### src/rtl/periph_bus_master.sv
// CPU load/store to select/enable peripheral bus bridge; 3-cycle zero-wait latency, +1 per wait cycle.
// One transfer in flight: req_ready only in IDLE, slave stalls bounded by TIMEOUT, misses answered in 1 cycle.
module periph_bus_master #(
  parameter int          NUM_SLV   = 4,
  parameter logic [31:0] BASE_ADDR = 32'h1000_0000,
  parameter int          TIMEOUT   = 15
) (
  input  logic                   clk,
  input  logic                   rst_n,
  input  logic                   req_valid,
  input  logic                   req_we,
  input  logic [31:0]            req_addr,
  input  logic [31:0]            req_wdata,
  output logic                   req_ready,
  output logic                   rsp_valid,
  output logic [31:0]            rsp_rdata,
  output logic                   rsp_err,
  output logic [NUM_SLV-1:0]     psel,
  output logic                   penable,
  output logic                   pwrite,
  output logic [31:0]            paddr,
  output logic [31:0]            pwdata,
  input  logic [NUM_SLV*32-1:0]  prdata,
  input  logic [NUM_SLV-1:0]     pready
);

  typedef enum logic [1:0] {IDLE, SETUP, ACCESS} state_t;

  localparam logic [NUM_SLV-1:0] SEL_ONE = 1;
  localparam logic [4:0]         NSLV    = 5'(NUM_SLV);
  localparam logic [7:0]         TO_CNT  = 8'(TIMEOUT);

  state_t               state_q, state_d;
  logic [NUM_SLV-1:0]   psel_q, psel_d;
  logic                 penable_q, penable_d;
  logic                 pwrite_q, pwrite_d;
  logic [31:0]          paddr_q, paddr_d;
  logic [31:0]          pwdata_q, pwdata_d;
  logic                 rsp_valid_q, rsp_valid_d;
  logic                 rsp_err_q, rsp_err_d;
  logic [31:0]          rsp_rdata_q, rsp_rdata_d;
  logic [7:0]           wait_q, wait_d;

  logic                 hit;
  logic                 ready_sel;
  logic [31:0]          rdata_sel;

  assign hit = (req_addr[31:16] == BASE_ADDR[31:16]) && ({1'b0, req_addr[15:12]} < NSLV);

  // psel_q is one-hot during ACCESS, so masking picks exactly the addressed slave
  always_comb begin
    ready_sel = |(pready & psel_q);
    rdata_sel = '0;
    for (int i = 0; i < NUM_SLV; i++) begin
      if (psel_q[i]) rdata_sel |= prdata[32*i +: 32];
    end
  end

  always_comb begin
    state_d     = state_q;
    psel_d      = psel_q;
    penable_d   = penable_q;
    pwrite_d    = pwrite_q;
    paddr_d     = paddr_q;
    pwdata_d    = pwdata_q;
    wait_d      = wait_q;
    rsp_valid_d = 1'b0;
    rsp_err_d   = 1'b0;
    rsp_rdata_d = '0;
    case (state_q)
      IDLE: begin
        if (req_valid) begin
          if (hit) begin
            state_d  = SETUP;
            psel_d   = SEL_ONE << req_addr[15:12];
            pwrite_d = req_we;
            paddr_d  = {20'b0, req_addr[11:0]};
            pwdata_d = req_wdata;
            wait_d   = '0;
          end else begin
            rsp_valid_d = 1'b1;
            rsp_err_d   = 1'b1;
          end
        end
      end
      SETUP: begin
        state_d   = ACCESS;
        penable_d = 1'b1;
      end
      ACCESS: begin
        if (ready_sel || (wait_q + 8'd1 == TO_CNT)) begin
          state_d     = IDLE;
          psel_d      = '0;
          penable_d   = 1'b0;
          pwrite_d    = 1'b0;
          rsp_valid_d = 1'b1;
          rsp_err_d   = !ready_sel;
          rsp_rdata_d = (ready_sel && !pwrite_q) ? rdata_sel : 32'h0;
        end else begin
          wait_d = wait_q + 8'd1;
        end
      end
      default: begin
        state_d   = IDLE;
        psel_d    = '0;
        penable_d = 1'b0;
        pwrite_d  = 1'b0;
      end
    endcase
  end

  always_ff @(posedge clk or negedge rst_n) begin
    if (!rst_n) begin
      state_q     <= IDLE;
      psel_q      <= '0;
      penable_q   <= 1'b0;
      pwrite_q    <= 1'b0;
      paddr_q     <= '0;
      pwdata_q    <= '0;
      rsp_valid_q <= 1'b0;
      rsp_err_q   <= 1'b0;
      rsp_rdata_q <= '0;
      wait_q      <= '0;
    end else begin
      state_q     <= state_d;
      psel_q      <= psel_d;
      penable_q   <= penable_d;
      pwrite_q    <= pwrite_d;
      paddr_q     <= paddr_d;
      pwdata_q    <= pwdata_d;
      rsp_valid_q <= rsp_valid_d;
      rsp_err_q   <= rsp_err_d;
      rsp_rdata_q <= rsp_rdata_d;
      wait_q      <= wait_d;
    end
  end

  assign req_ready = (state_q == IDLE);
  assign rsp_valid = rsp_valid_q;
  assign rsp_err   = rsp_err_q;
  assign rsp_rdata = rsp_rdata_q;
  assign psel      = psel_q;
  assign penable   = penable_q;
  assign pwrite    = pwrite_q;
  assign paddr     = paddr_q;
  assign pwdata    = pwdata_q;

endmodule
### config.mk
export PLATFORM = sky130hd
export DESIGN_NAME = periph_bus_master
export DESIGN_NICKNAME = d
export VERILOG_FILES = /design/src/rtl/periph_bus_master.sv
export SDC_FILE = /design/constraint.sdc
export NUM_CORES = 1
export LEC_CHECK = 0
export CELL_PAD_IN_SITES_DETAIL_PLACEMENT = 1
export CELL_PAD_IN_SITES_GLOBAL_PLACEMENT = 1
export CORE_MARGIN = 5
export CORE_UTILIZATION = 27
export DETAILED_ROUTE_END_ITERATION = 16
export PLACE_DENSITY_LB_ADDON = 0.3
export REMOVE_ABC_BUFFERS = 1
export SLEW_MARGIN = 25
export SYNTH_ARGS = -nofsm -noshare
export SYNTH_HDL_FRONTEND = slang
export SYNTH_SLANG_ARGS = --single-unit
export TNS_END_PERCENT = 100
### constraint.sdc
create_clock -name clk -period 4.63 [get_ports clk]
set_input_delay 0.926 -clock clk [delete_from_list [all_inputs] [get_ports clk]]
set_output_delay 0.926 -clock clk [all_outputs]
set_load 0.02 [all_outputs]
======== Word level (Yosys, flattened, before mapping) ========
Cells that the tools add are included.
storage, ports and cells
  logic and storage cells ................. 70
  bits in registers ....................... 94
  output and inout port bits .............. 105
operators by class
  magnitude comparators ................... 1
  shift operators ......................... 1
  eq/ne operators ......................... 8
  add/subtract/negate cells ............... 1
  reduce and logical (&&, ||, !) cells .... 13
  muxes and demuxes ....................... 30
  bitwise gates (word level) .............. 6
operator list
  cell                  count
  $mux 32               7
  $or 32x32->32         3
  $mux 8                3
  $eq 16x13->1 const B  1
  $pmux 8 s2            1
  $mux 4                3
  $pmux 4 s3            1
  $add 8x1->8 const B   1
  $eq 8x4->1 const B    1
  $reduce_and 4->1      2
  $mux 1                7
  $mux 2                3
  $ne 2x2->1 const B    3
  $pmux 1 s3            2
  $pmux 2 s3            1
  $reduce_and 3->1      2
  $and 4x4->4           1
  $lt 4x3->1 const B    1
  $pmux 1 s2            2
  $reduce_or 4->1       1
  $shl 1x4->4 const A   1
  $eq 2x1->1 const B    1
  $eq 2x2->1 const B    1
  $logic_and 1x1->1     2
  7 further kinds       9

======== Depth between registers and ports, before layout ========
Gate-level depths: netlist of run 1.
  depth in word-level cells ............... 10
  depth in mapped cells ................... 7
  gate-level depth less buffers ........... 6

======== Worst setup path before layout of run 1 ========
No wires, ideal clock.
  kind .................................... input port to flip-flop
  from .................................... in req_addr[29]
  to ...................................... reg paddr_q[0] (netlist: paddr[0])
  arrival time ............................ 2.375 ns
  path slack .............................. 2.131 ns
  setup time .............................. 0.125 ns
  buffers on the path ..................... 1
  stages .................................. 6
  cell sequence ........................... nor4b_1 > nand2_1 > or3_1 > inv_2 > buf_4 > mux2_2
on the way
  cells in the longest elaborated chain, start to end .. 3
RTL lines
  item                               RTL line  text
  start: declaration                 12        input logic [31:0] req_addr,
  $eq 16x13->1                       48        assign hit = (req_addr[31:16] == BASE_ADDR[31:16]) && ({1'b0, req_addr[15:12]} < NSLV);
  $logic_and 1x1->1                  48
  $reduce_and 3->1 (no source line)  n/a
  end signal: assignment             129       paddr_q <= paddr_d;
  end: declaration                   37        logic [31:0] paddr_q, paddr_d;
Every way passes these cells.
A chain may end at the register's enable or synchronous reset.

======== Final worst setup path of run 1 ========
  from .................................... in req_addr[16]
  to ...................................... reg paddr_q[7] (netlist: paddr[7])
The elaborated chain is that of the path after synthesis.

==> results of run 1 <==
[metrics by stage]
step                util [%]  hold WS (ps)
finish                  47.9           503
CTS                     47.9           510
global placement        45.9           490
detailed placement      45.9           495
floorplan                  -           516
global route            47.9           525
[cells by family after synthesis]
logic type,count (synthesis)
simple gates,46
compound gates,114
flops,94
other cells,1
buf+inv,52
mux,48
xor+xnor,3
fa+ha+maj,2
[state kept, by name (all words and copies together) (netlist names)]
| register | cells |
|---|---|
| wait_q | 8 |
| pwrite | 1 |
| paddr | 12 |
| state_q | 2 |
| rsp_err | 1 |
| rsp_valid | 1 |
| rsp_rdata | 32 |
| psel | 4 |
| penable | 1 |
| pwdata | 32 |
[worst paths after layout]
check / endpoint / depth (start not counted) / slack (ps)
min: paddr[9] / 1 / 500
min in group asynchronous: paddr[0] / 1 / 680
min reg2reg: paddr[9] / 1 / 500
max: paddr[7] / 6 / 1460
max reg2reg: psel[3] / 5 / 1980
max in group asynchronous: pwdata[8] / 2 / 3000
[power by group]
group          internal [mW]  total [mW]  leakage [nW]  switching, mW
Combinational          0.159       0.233          1.60         0.0748
Clock                  0.486       0.800         0.154          0.314
Sequential             0.824       0.829          1.29        0.00446
[routing by layer]
metal	vias to the layer above	track usage, %
met5	-	0
met2	162	32.1
met4	0	6.27
met1	2042	21.8
li1	1844	-
met3	24	4.15
[layout make-up]
class / instances / area [um2] / share of cell area [%]
tap: 216 / 270 / 3.58
multi-input combinational: 233 / 1720 / 22.7
clock buffer: 10 / 239 / 3.16
inverter: 5 / 18.8 / 0.248
timing repair buffer: 289 / 2880 / 38.1
sequential: 94 / 2350 / 31.1
clock inverter: 6 / 85.1 / 1.13
[cell usage in the layout (no fill, tap or decap), types with 3 or more instances in the layout]
cell	synthesis	routed
a21oi_1	32	32
a22oi_1	64	64
buf_4	24	6
clkbuf_16	0	9
clkdlybuf4s50_1	0	283
conb_1	1	20
dfrtp_1	94	94
inv_1	4	4
mux2_2	48	48
nand2_1	10	10
nand3_1	6	6
nor2_1	7	7
nor4_1	7	7
o21ai_0	3	3
o2bb2ai_1	3	3
[critical path, stage by stage]
cell             delay (ps)
clkdlybuf4s50_1         410
nor4_1                  290
nand3_1                 160
or3_1                   410
inv_2                   710
mux2_2                  420
==> metrics.yaml, run 1 <==
hold_viol_final: 0
p_leak_nw: 3.05
antenna_cells: 0
rows: 46
pre_cts_slack_ps: 1040
cts_resized: 0
async_flop_share_pct: 100
synth_top_family_by_area: "compound AO/OA/AOI/OAI gates"
stdcell_count: 853
die_h_um: 136
start_util_pct: 27.2
drt-wirelength-per-cell_um: 21.0
fp.dieW_um: 136
synth_commonest_cells: "dfrtp_1, a22oi_1, mux2_2"
rsz0062_at_grt: "false"
cts.reportedPaths.clkPinSlew_ps: 60
firstDrtPassIters: 5
numCtsBuffers: 9
routed_wl_um: 17900
grt_pass1_wl_um: 25700
drv_slew: 0
drtIter0Drc: 171
worst_hold_startpoint: "paddr[9]"
wl_met3_um: 1050
fillers: 1738
synthCells: 360
route.detailed.drc: 0
wl_met1_um: 7020
synth_xor_area_share_pct: 0.612
root_buffer: "clkbuf_16"
ys.flop_type: "dfrtp_1"
finalSetupViolCount: 0
clockBufferDepth: 2
timing.final.ws_setup_ps: 1460
synth_area_leaders: "dfrtp_1, mux2_2, a22oi_1"
synth-compound-area-share_pct: 18.7
synthMuxAreaShare_pct: 12.6
criticalPathCategory: "input port to flop"
relSlewSlack_pct: 33.4
core-area_mm2: 0.0158
ir_drop_uv: 163
postLayoutCellArea_mm2: 0.00756
startpoint: "req_addr[16]"
hold_buffers: 0
gr-total-overflow: 0
fin_setup_tns_ps: 0
wl_met2_um: 9420
p_per_area_mw_per_mm2: 246
yosysMostFrequentCell: "dfrtp_1"
hold_class: "flop to flop"
drive_gt1_share_pct: 11.6
dr.max_layer_used: "met4"
cts_tree: "built"
hpwl_um: 13900
worstMarginPinSlew_ps: 1000
placed_cell_area_mm2: 0.00723
synthAdderAreaFrac_pct: 0.582
synth.distinct_cells: 38
ios: 305
num_vias: 4072
start_kind: "input port"
skew_ps: 10.8
required_ps: 4850
post-cts-setup-buffer-count: 0
status: "completed"
gp_congestion: 0.808
antenna_found_initial: 0
power_mw: 1.86
grt_usage_pct: 18.2
critPathArrivalTime_ps: 3400
port_buffers: 284
dp_cells: 837
grt_pass1_vias: 4510
h-tree-depth: 3
ys_ff_latch: 94
die_area_mm2: 0.0185
yosys.area_share.simple_pct: 5.65
max_freq_ghz: 0.315
syn_to_final_growth_pct: 75.9
synth_area_mm2: 0.00430
final.min_clock_period_ps: 3170
yosys.area.top_type: "dfrtp_1"
endpoint_kind: "flop"
reg2reg_from: "wait_q[0]"
synth_edf_count: 0
clk_latency_ps: 340
layout.nets: 834
min_period_over_period_pct: 68.6
cts_sinks: 94
max_cap_violations: 0
ant_nets: 0
grt_max_degree: 66
crit_fanout: 46
synth.avg_cell_area_um2: 11.9
yosys.area.top_type_share_pct: 54.7
yosysSeqAreaShare_pct: 54.7
yosysWarningCount: 0
vias_per_cell: 4.77
(Power assumes the default switching activity.)
==> inputs of run 2 (changes only) <==
- CORE_UTILIZATION: 27 -> 25
- clock period: 4.63 -> 3.2 ns (I/O delays scaled with it)
==> run 2 against run 1 <==
  * Global-route usage down 1.4 points
  * Setup slack worse by 780 ps
  * First-iteration DRC count up 16%
  * Clock power up 39%
  * Hold slack worse by 200 ps
  * Sequential share of layout area down 0.17 points
  * Critical endpoint is now psel[3]
==> metrics.yaml, run 2 (synthesized netlist as in run 1, its figures left out) <==
min_period_over_period_pct: 79.0
max_cap_violations: 0  # unchanged
layout_commonest_cell: "clkdlybuf4s50_1"  # unchanged
finalSetupViolCount: 0  # unchanged
route.detailed.drc: 0  # unchanged
fin_setup_tns_ps: 0  # unchanged
p_per_area_mw_per_mm2: 349  # was 246 mW/mm2
status: "completed"  # unchanged
routed_wl_um: 17300  # was 17900 um
gr-total-overflow: 0  # unchanged
placed_cell_area_mm2: 0.00729  # was 0.00723 mm2
clockBufferDepth: 2  # unchanged
cts_sinks: 94  # unchanged
h-tree-depth: 3  # unchanged
final-seq-area_mm2: 0.00235  # unchanged
cts_resized: 0  # unchanged
vias_per_cell: 4.70  # was 4.77
grt_pass1_wl_um: 26000  # was 25700 um
hold_viol_final: 0  # unchanged
stdcell_count: 866  # was 853
root_buffer: "clkbuf_16"  # unchanged
hold_class: "input port to async pin"  # was flop to flop
post-cts-setup-buffer-count: 0  # unchanged
skew_ps: 7.43  # was 10.8 ps
fp.dieW_um: 141  # was 136 um
hpwl_um: 13400  # was 13900 um
dp_cells: 849  # was 837
max_freq_ghz: 0.396
ios: 305  # unchanged
port_buffers: 284  # unchanged
cts_tree: "built"  # unchanged
die_h_um: 141  # was 136 um
rows: 48  # was 46
core-area_mm2: 0.0171  # was 0.0158 mm2
rsz0062_at_grt: "false"  # unchanged
postLayoutCellArea_mm2: 0.00760  # was 0.00756 mm2
drive_gt1_share_pct: 11.9  # was 11.6%
numCtsBuffers: 9  # unchanged
ant_nets: 0  # unchanged
firstDrtPassIters: 5  # unchanged
die_area_mm2: 0.0199  # was 0.0185 mm2
relSlewSlack_pct: 56.5  # was 33.4%
drtIter0Drc: 198  # was 171
cts.reportedPaths.clkPinSlew_ps: 70  # was 60 ps
worstPathCellList: "buf_4 > clkdlybuf4s50_1"  # was clkdlybuf4s50_1 > nor4_1 > nand3_1 > or3_1 > inv_2 > mux2_2
p_leak_nw: 3.07  # was 3.05 nW
hold_buffers: 0  # unchanged
antenna_found_initial: 0  # unchanged
post-route-util_pct: 44.6  # was 47.9%
final.min_clock_period_ps: 2530
drv_slew: 0  # unchanged
multi_input_area_mm2: 0.00171  # was 0.00172 mm2
start_util_pct: 25.2  # was 27.2%
grt_max_degree: 50  # was 66
worstMarginPinSlew_ps: 653  # was 1000 ps
drt-wirelength-per-cell_um: 19.9  # was 21.0 um
ir_drop_uv: 243  # was 163 uV
start_kind: "flop"  # was input port
gp_congestion: 0.854  # was 0.808
syn_to_final_growth_pct: 76.9  # was 75.9%
num_vias: 4070  # was 4072
grt_usage_pct: 16.8  # was 18.2%
slowest_stage: "clkdlybuf4s50_1"  # was inv_2
endpoint_kind: "primary output"  # was flop
critPathArrivalTime_ps: 1890  # was 3400 ps
layout.nets: 837  # was 834
criticalPathCategory: "flop to primary output"  # was input port to flop
required_ps: 2560  # was 4850 ps
mostFrequentLayoutCells: "clkdlybuf4s50_1, dfrtp_1, a22oi_1"  # unchanged
clk_latency_ps: 350  # was 340 ps
grt_pass1_vias: 4513  # was 4510
crit_fanout: 32  # was 46
fillers: 1846  # was 1738
cp_slowest_stage_delay_ps: 690  # was 710 ps
run 2: where the power goes:
part	leakage [nW]	total (mW)	switching, mW	internal [mW]
clock	0.154	1.11	0.492	0.620
combinational	1.62	0.341	0.109	0.231
sequential	1.29	1.20	0.00617	1.19
run 2: per-layer routing:
metal	up-vias	track usage, %	part of all wire, %	wire, um
met5	-	0	0	0
met4	0	7.24	3.9	666
met3	37	5.16	5.8	1010
met2	178	28.6	52	8910
met1	2003	19.5	39	6700
li1	1852	-	-	-
run 2: worst max-delay path, delay by kind of cell (launching register included):
kind | cells | cell delay [ps]
DFF | 1 | 440
buffers and inverters | 2 | 1090
run 2: area by class of cell:
class | count | share of cell area, %
clock inverters | 7 | 1.05
clock buffers | 9 | 2.96
multi-input cells | 233 | 22.6
diodes | 1 | 0.0329
inverters | 5 | 0.247
repair buffers | 292 | 38.5
well taps | 225 | 3.70
flip-flops and latches | 94 | 31.0
run 2: worst paths after layout:
kind | start | to | slack [ps] | cells after the start
setup / recovery | psel[3] | psel[3] | 670 | 2
hold / removal | rst_n | rsp_rdata[5] | 310 | 1
setup reg to reg | wait_q[0] | psel[2] | 1100 | 5
hold reg to reg | pwdata[9] | pwdata[9] | 510 | 1
max in group asynchronous | rst_n | rsp_rdata[23] | 2170 | 2
min in group clk | pwdata[9] | pwdata[9] | 510 | 1
run 2: metrics by stage:
| stage | total power, mW | hold slack (ps) | setup WS [ps] |
|---|---|---|---|
| floorplan | 1.27 | 344 | 730 |
| global placement | 1.56 | 490 | 449 |
| detailed placement | 1.56 | 495 | 386 |
| CTS | 2.71 | 321 | 639 |
| global route | 2.78 | 349 | 554 |
| finish | 2.65 | 306 | 672 |
==> inputs of run 3 (changes only) <==
- clock period: 3.2 -> 2.4 ns (I/O delays scaled with it)
==> run 3 against run 2 <==
  * Sequential share of layout area is 0.36 points lower
  * Hold slack got worse by 250 ps
  * Combinational power up 33%
  * Critical path depth is 5 higher
  * Non-clock buffer count is 8 higher
  * Critical path type is now input port to flop
==> metrics.yaml, run 3 (synthesized netlist as in run 1, its figures left out) <==
status: "completed"  # unchanged
rows: 48  # unchanged
port_buffers: 284  # unchanged
skew_ps: 10.2  # was 7.43 ps
route.detailed.drc: 0  # unchanged
crit_fanout: 43  # was 32
routed_wl_um: 17200  # was 17300 um
critPathArrivalTime_ps: 2500  # was 1890 ps
cts_resized: 0  # unchanged
min_period_over_period_pct: 95.4
timing.final.ws_setup_ps: 111  # was 672 ps
r2r_cells: 5  # unchanged
die_area_mm2: 0.0199  # unchanged
die_h_um: 141  # unchanged
regToRegEndpoint: "psel[1]"  # was psel[2]
vias_per_cell: 4.71  # was 4.70
p_per_area_mw_per_mm2: 468  # was 349 mW/mm2
grt_max_degree: 52  # was 50
ant_nets: 0  # unchanged
crit_end: "pwdata[6]"  # was psel[3]
postLayoutCellArea_mm2: 0.00769  # was 0.00760 mm2
numCtsBuffers: 9  # unchanged
pre_cts_slack_ps: -242  # was 386 ps
placed_cell_area_mm2: 0.00736  # was 0.00729 mm2
grt_pass1_vias: 4641  # was 4513
antenna_cells: 0  # was 1
max_freq_ghz: 0.437
ios: 305  # unchanged
clk_latency_ps: 340  # was 350 ps
finalSetupViolCount: 0  # unchanged
layout.nets: 845  # was 837
start_util_pct: 25.2  # unchanged
hold_viol_final: 0  # unchanged
core-area_mm2: 0.0171  # unchanged
startpoint: "req_addr[29]"  # was psel[3]
num_vias: 4114  # was 4070
post-cts-setup-buffer-count: 0  # unchanged
power_mw: 3.60  # was 2.65 mW
final.min_clock_period_ps: 2290
syn_to_final_growth_pct: 79.0  # was 76.9%
fin_setup_tns_ps: 0  # unchanged
reg2reg_from: "wait_q[0]"  # unchanged
firstDrtPassIters: 4  # was 5
hpwl_um: 13600  # was 13400 um
cts.reportedPaths.clkPinSlew_ps: 70  # about the same
hold_buffers: 0  # unchanged
drive_gt1_share_pct: 12.8  # was 11.9%
cts_sinks: 94  # unchanged
antenna_found_initial: 0  # unchanged
clockBufferDepth: 2  # unchanged
drv_slew: 0  # unchanged
rsz0062_at_grt: "false"  # unchanged
fin_hold_ws_ps: 54.1  # was 306 ps
hold_class: "input port to async pin"  # unchanged
fp.dieW_um: 141  # unchanged
required_ps: 2620  # was 2560 ps
start_kind: "input port"  # was flop
criticalPathCategory: "input port to flop"  # was flop to primary output
gp_congestion: 0.858  # was 0.854
gr-total-overflow: 0  # unchanged
drtIter0Drc: 131  # was 198
ir_drop_uv: 311  # was 243 uV
r2r_slack_ps: 230  # was 1100 ps
drt-wirelength-per-cell_um: 19.7  # was 19.9 um
max_cap_violations: 0  # unchanged
root_buffer: "clkbuf_16"  # unchanged
grt_pass1_wl_um: 26300  # was 26000 um
grt_usage_pct: 16.9  # was 16.8%
mostFrequentLayoutCells: "clkdlybuf4s50_1, dfrtp_1, a22oi_1"  # unchanged
h-tree-depth: 3  # unchanged
cts_tree: "built"  # unchanged
p_leak_nw: 3.12  # was 3.07 nW
endpoint_kind: "flop"  # was primary output
layout_commonest_cell: "clkdlybuf4s50_1"  # unchanged
[run 3: cell count changes in the layout (fill, tap and decap cells not counted), sizes merged]
cell | before | now
diode | 1 | 0
clkbuf | 9 | 11
bufinv | 1 | 2
inv | 9 | 5
buf | 9 | 17
clkinv | 2 | 3
[run 3: final cells by class]
type	count	area [um2]
inverter	5	18.8
tap	225	282
fill	1857	9370
clock buffer	11	243
timing repair buffer	300	3000
sequential	94	2350
multi-input combinational	233	1710
clock inverter	5	82.6
[run 3: worst min-delay path by stage]
stage	start	end	slack (ps)	depth (start not counted)
6_report	rst_n	rsp_rdata[11]	50	1
5_1_grt	rst_n	rsp_rdata[11]	80	1
4_1_cts	rst_n	rsp_rdata[22]	60	1
3_5_place_dp	rst_n	rsp_rdata[4]	430	1
3_3_place_gp	rst_n	rsp_rdata[30]	430	1
2_1_floorplan	rst_n	paddr[0]	180	0
[run 3: routing by layer]
metal / routed length, um / part of all wire (%) / global-route usage (%) / vias to the layer above
li1: - / - / - / 1872
met2: 9070 / 53 / 30.1 / 162
met4: 497 / 2.9 / 6.99 / 0
met3: 954 / 5.5 / 3.46 / 28
met5: 0 / 0 / 0 / -
met1: 6680 / 39 / 19.6 / 2052
[run 3: stage by stage]
step                      util, %  instances
final                        45.1        873
after floorplan                 -        332
after global routing         45.1        873
after global placement       43.2        857
after detailed placement     43.2        857
after CTS                    45.1        873
[run 3: worst max-delay path: stages]
cell	delay [ps]
clkdlybuf4s50_1	400
nor4b_1	330
nand2_1	120
or3_1	430
inv_2	100
buf_12	220
mux2_2	370
[run 3: where the power goes]
| group | total, mW | internal (mW) | switching (mW) | leakage [nW] |
|---|---|---|---|---|
| clock | 1.55 | 0.944 | 0.602 | 0.160 |
| combinational | 0.455 | 0.310 | 0.145 | 1.66 |
| sequential | 1.60 | 1.59 | 0.00851 | 1.29 |
| total | 3.60 | 2.84 | 0.756 | 3.12 |
==> patch 1: new RTL, config.mk and constraints of run 2 <==
`NUM_SLV`: 4 -> 2.
--- a/src/rtl/periph_bus_master.sv
+++ b/src/rtl/periph_bus_master.sv
@@ -3,3 +3,3 @@
 module periph_bus_master #(
-  parameter int          NUM_SLV   = 4,
+  parameter int          NUM_SLV   = 2,
   parameter logic [31:0] BASE_ADDR = 32'h1000_0000,
Ports: changed (resized prdata, pready and psel); port bits go from 305 to 237. The function was not compared with the original's and may differ.
==> patch 1 against run 2 <==
First-iteration DRC count shrank 49%. Non-clock buffer count shrank 71. Cell area shrank 12%. Wire length shrank 29%. Worst setup slack gained 0.13 ns. Critical path depth grew 4. Utilization shrank 2.3 points. Sequential cell count shrank 2. Clock power grew 5%. Via count shrank 19%. Total power shrank 2.8%. Area after synthesis shrank 7.0%. Critical endpoint is now paddr[2]$_DFFE_PN0P_.
==> patch 1: results (changes against run 2) <==
Place:
- The placer congestion estimate is 0.7461 (was 0.8542).
- The detailed-placement wirelength estimate is 9.592 mm (was 13.41 mm).
- The cell area reported after detailed placement was 6324 um^2 (was 7292 um^2).
- The total placed cells including tap cells is 749 (was 849).

Global route:
- The via count of the first global-routing pass was 3738 (was 4513).
- The pin count of the biggest net entering global routing is 55 (was 50).
- The total global-route track usage was 13.47% (was 16.81%).

STA:
- The relative slew slack is 54.80% (was 56.46%).
- The final setup skew is 0.004251 ns (was 0.007430 ns).

Synth:
- Post-synth top cells: sky130_fd_sc_hd__dfrtp_1, sky130_fd_sc_hd__mux2_1, sky130_fd_sc_hd__nor2_1 (was sky130_fd_sc_hd__dfrtp_1, sky130_fd_sc_hd__a22oi_1, sky130_fd_sc_hd__mux2_2).
- The post-synthesis sequential area ratio is 57.61% (was 54.75%).
- The number of unique standard cell types used by synthesis came to 35 (was 38).
- Biggest area contributors in the synthesized netlist: sky130_fd_sc_hd__dfrtp_1, sky130_fd_sc_hd__mux2_1, sky130_fd_sc_hd__a22oi_1 (was sky130_fd_sc_hd__dfrtp_1, sky130_fd_sc_hd__mux2_2, sky130_fd_sc_hd__a22oi_1).
- The mean instance size in the synthesized netlist is 12.07 um^2 (was 11.94 um^2).

Route:
- The violation count after the first detailed-routing iteration is 100 (was 198).
- The number of detailed-routing iterations run before antenna repair came to 4 (was 5).
- The total wirelength of the detailed-routed design is 12.33 mm (was 17.28 mm).
- The number of vias per cell after detailed routing is 4.331 (was 4.700).

Run status:
- Outcome: complete, no violations (unchanged).

Critical path:
- The stage delay of the slowest cell on the critical path is 0.40 ns (was 0.69 ns).
- The critical path's top delay family is simple AND/OR/NAND/NOR gates (was buffers and inverters).
- The largest fanout on the critical path is 54 (was 32).
- The arrival time at the worst endpoint is 2.61 ns (was 1.89 ns).

Pwr:
- The leakage power came to 0.002862 uW (was 0.003071 uW).
- The cell-internal power came to 2065 uW (was 2043 uW).
- The maximum ir drop on the vdd rail came to 207.9 uV (was 242.9 uV).

CTS:
- The insertion delay to the later sink of the worst-skew pair is 0.33 ns (was 0.35 ns).

Finish:
- The count of nets after finishing is 680 (was 837).
- The fraction of final layout cells sized beyond drive strength 1 is 4.372% (was 11.88%).
- The antenna diode instance count is 0 (was 1).
- The final cell count without fillers is 765 (was 866).
- The number of filler instances in the final layout is 1718 (was 1846).
-- patch 1: worst register-to-register path: stages, from the launching register on --
cell and delay (ns):
sky130_fd_sc_hd__dfrtp_1 0.45, sky130_fd_sc_hd__ha_1 0.27, sky130_fd_sc_hd__and3_1 0.21, sky130_fd_sc_hd__nand3_1 0.14, sky130_fd_sc_hd__mux2i_1 0.22, sky130_fd_sc_hd__o21ai_2 0.58, sky130_fd_sc_hd__o21ai_0 0.20
-- patch 1: worst paths after layout --
path	depth (start not counted)	to	from	slack [ns]
worst min register to register	1	pwdata[15]$_DFFE_PN0P_	pwdata[15]$_DFFE_PN0P_	0.48
worst max register to register	6	state_q[1]$_DFFE_PN0P_	wait_q[0]$_DFFE_PN0P_	0.98
min in group clk	1	pwdata[15]$_DFFE_PN0P_	pwdata[15]$_DFFE_PN0P_	0.48
worst max-delay path	6	paddr[2]$_DFFE_PN0P_	req_addr[26]	0.80
max in group asynchronous	2	rsp_rdata[24]$_DFF_PN0_	rst_n	2.23
worst min-delay path	1	pwdata[22]$_DFFE_PN0P_	rst_n	0.31
-- patch 1: layout make-up --
class                           instances  share of cell area, %
Multi-Input combinational cell        213                  22.56
Sequential cell                        92                  34.57
Inverter                                7                 0.3945
Clock buffer                           12                  4.002
Clock inverter                          4                  1.052
Timing Repair Buffer                  221                  33.36
Tap cell                              216                  4.058
-- patch 1: cells by family after synthesis --
logic type	share of synthesized area (%)
other cells	0.09384
mux	14.65
flops	57.61
xor+xnor	0.8768
compound gates	8.547
simple gates	11.02
buf+inv	6.575
fa+ha+maj	0.6261
-- patch 1: power by group through the flow --
| stage | registers [uW] | logic [uW] | clock network [uW] |
|---|---|---|---|
| 2_1_floorplan | 1190 | 35.6 | 0 |
| 3_3_place_gp | 1190 | 235 | 0 |
| 3_5_place_dp | 1190 | 238 | 0 |
| 4_1_cts | 1170 | 239 | 1220 |
| 5_1_grt | 1170 | 255 | 1270 |
| 6_report | 1170 | 235 | 1170 |
-- patch 1: per-layer routing --
layer	wire, um	global-route usage (%)	up-vias	part of all wire (%)
li1	-	-	1548	-
met1	4791	15.84	1596	39
met2	5933	21.74	157	48
met3	1432	6.107	12	12
met4	177	4.815	0	1.4
met5	0	0	-	0
-- patch 1: through the flow --
stage	setup slack [ns]	hold slack, ns	util [%]
finish	0.8000	0.3053	42.23
global route	0.6514	0.3572	42.23
CTS	0.7806	0.3192	42.23
detailed placement	0.4144	0.4769	40.10
global placement	0.4457	0.4667	40.10
floorplan	-0.1758	0.3444	-
==> patch 2: new RTL, config.mk and constraints of run 2 <==
Made on the original files. Reset style: synchronous (`rst_n`), changed in one clocked block.
--- a/src/rtl/periph_bus_master.sv
+++ b/src/rtl/periph_bus_master.sv
@@ -111,3 +111,3 @@
 
-  always_ff @(posedge clk or negedge rst_n) begin
+  always_ff @(posedge clk) begin
     if (!rst_n) begin
Function: differs if rst_n is asserted again (counterexample within 4 cycles, from zero or initial values and one cycle with rst_n low); with rst_n held inactive, the same outputs for 4 cycles.
==> patch 2 against run 2 <==
Worst setup slack better by 0.049 ns. Area after synthesis down 7.3%. Sequential cell count unchanged. Fmax up 2.0%. Count of clock-buffer cells in the layout up 1. Critical path type is now in2reg. Total power up 0.81%. Cell area down 4.3%. Clock skew up 0.0044 ns. Combinational power down 12%. Wire length up 7.2%.
==> patch 2: results (changes against run 2) <==
STA:
- The final setup skew was 0.01185 ns (was 0.007430 ns).
- The final worst setup slack came to 0.7209 ns (was 0.6721 ns).
- The relative slew slack is 57.29% (was 56.46%).

Pwr:
- The power consumed by combinational cells is 299 uW (was 341 uW).
- The cell-internal power is 2101 uW (was 2043 uW).

Place:
- The cell area reported after detailed placement came to 6939 um^2 (was 7292 um^2).
- The post-placement worst setup slack is 0.3473 ns (was 0.3858 ns).
- The placer congestion estimate is 0.7839 (was 0.8542).
- The detailed-placement wirelength estimate is 14.34 mm (was 13.41 mm).
- The total placed cells including tap cells is 940 (was 849).

Synth:
- The main flop type after synthesis is sky130_fd_sc_hd__dfxtp_1 (was sky130_fd_sc_hd__dfrtp_1).
- The number of unique standard cell types used by synthesis came to 42 (was 38).
- Biggest area contributors in the synthesized netlist: sky130_fd_sc_hd__dfxtp_1, sky130_fd_sc_hd__a22oi_1, sky130_fd_sc_hd__a21oi_1 (was sky130_fd_sc_hd__dfrtp_1, sky130_fd_sc_hd__mux2_2, sky130_fd_sc_hd__a22oi_1).
- Post-synth top cells: sky130_fd_sc_hd__dfxtp_1, sky130_fd_sc_hd__a21oi_1, sky130_fd_sc_hd__nand2_1 (was sky130_fd_sc_hd__dfrtp_1, sky130_fd_sc_hd__a22oi_1, sky130_fd_sc_hd__mux2_2).

Finish:
- The number of filler instances in the final layout is 1857 (was 1846).
- The count of clock-net buffers in the final layout came to 10 (was 9).
- The layout buffering overhead excluding clock cells came to 40.10% (was 38.49%).
- The fraction of area in registers is 25.88% (was 30.95%).
- The fraction of standard cell area in multi-input logic is 25.49% (was 22.56%).

Worst hold path:
- The class of the most critical hold timing path is reg2reg (was in2async).

Floorplanning:
- The inserted tap cell count was 216 (was 225).

Route:
- The violation count after the first detailed-routing iteration is 125 (was 198).
- The number of vias after detailed routing came to 4533 (was 4070).

Run status:
- Outcome: complete, no violations (unchanged).

Critical path:
- The slack of the worst reg-to-reg path was 1.04 ns (was 1.10 ns).
[patch 2: cell count changes in the layout (fill, tap and decap cells not counted), moves of 4 or more]
cell | run 2 | this run
sky130_fd_sc_hd__a21oi_1 | 32 | 88
sky130_fd_sc_hd__dfrtp_1 | 94 | 0
sky130_fd_sc_hd__dfxtp_1 | 0 | 94
sky130_fd_sc_hd__mux2_2 | 48 | 0
sky130_fd_sc_hd__nand2_1 | 10 | 88
sky130_fd_sc_hd__nand2b_1 | 0 | 5
sky130_fd_sc_hd__nor2_1 | 7 | 2
sky130_fd_sc_hd__nor4_1 | 7 | 3
sky130_fd_sc_hd__o21a_1 | 0 | 4
[patch 2: final timing paths]
check / start / to
setup reg to reg: wait_q[0]$_SDFFE_PN0P_ / psel[0]$_SDFFE_PN0P_
setup / recovery: req_addr[19] / paddr[0]$_SDFFE_PN0P_
hold / removal: pwdata[21]$_SDFFE_PN0P_ / pwdata[21]$_SDFFE_PN0P_
hold reg to reg: pwdata[21]$_SDFFE_PN0P_ / pwdata[21]$_SDFFE_PN0P_
[patch 2: per-layer routing]
| metal | GRT usage (%) | wire length [um] | vias to the layer above | part of all wire [%] |
|---|---|---|---|---|
| met3 | 9.697 | 2368 | 23 | 13 |
| li1 | - | - | 2179 | - |
| met5 | 0 | 0 | - | 0 |
| met2 | 32.44 | 8739 | 210 | 47 |
| met4 | 8.455 | 599 | 0 | 3.2 |
| met1 | 19.90 | 6811 | 2121 | 37 |
[patch 2: critical path: stages]
cell                              delay [ns]
sky130_fd_sc_hd__clkdlybuf4s50_1        0.40
sky130_fd_sc_hd__nor4_1                 0.28
sky130_fd_sc_hd__nand4_1                0.28
sky130_fd_sc_hd__or3_1                  0.55
sky130_fd_sc_hd__buf_4                  0.32
sky130_fd_sc_hd__nand2_1                0.14
sky130_fd_sc_hd__a21oi_1                0.06
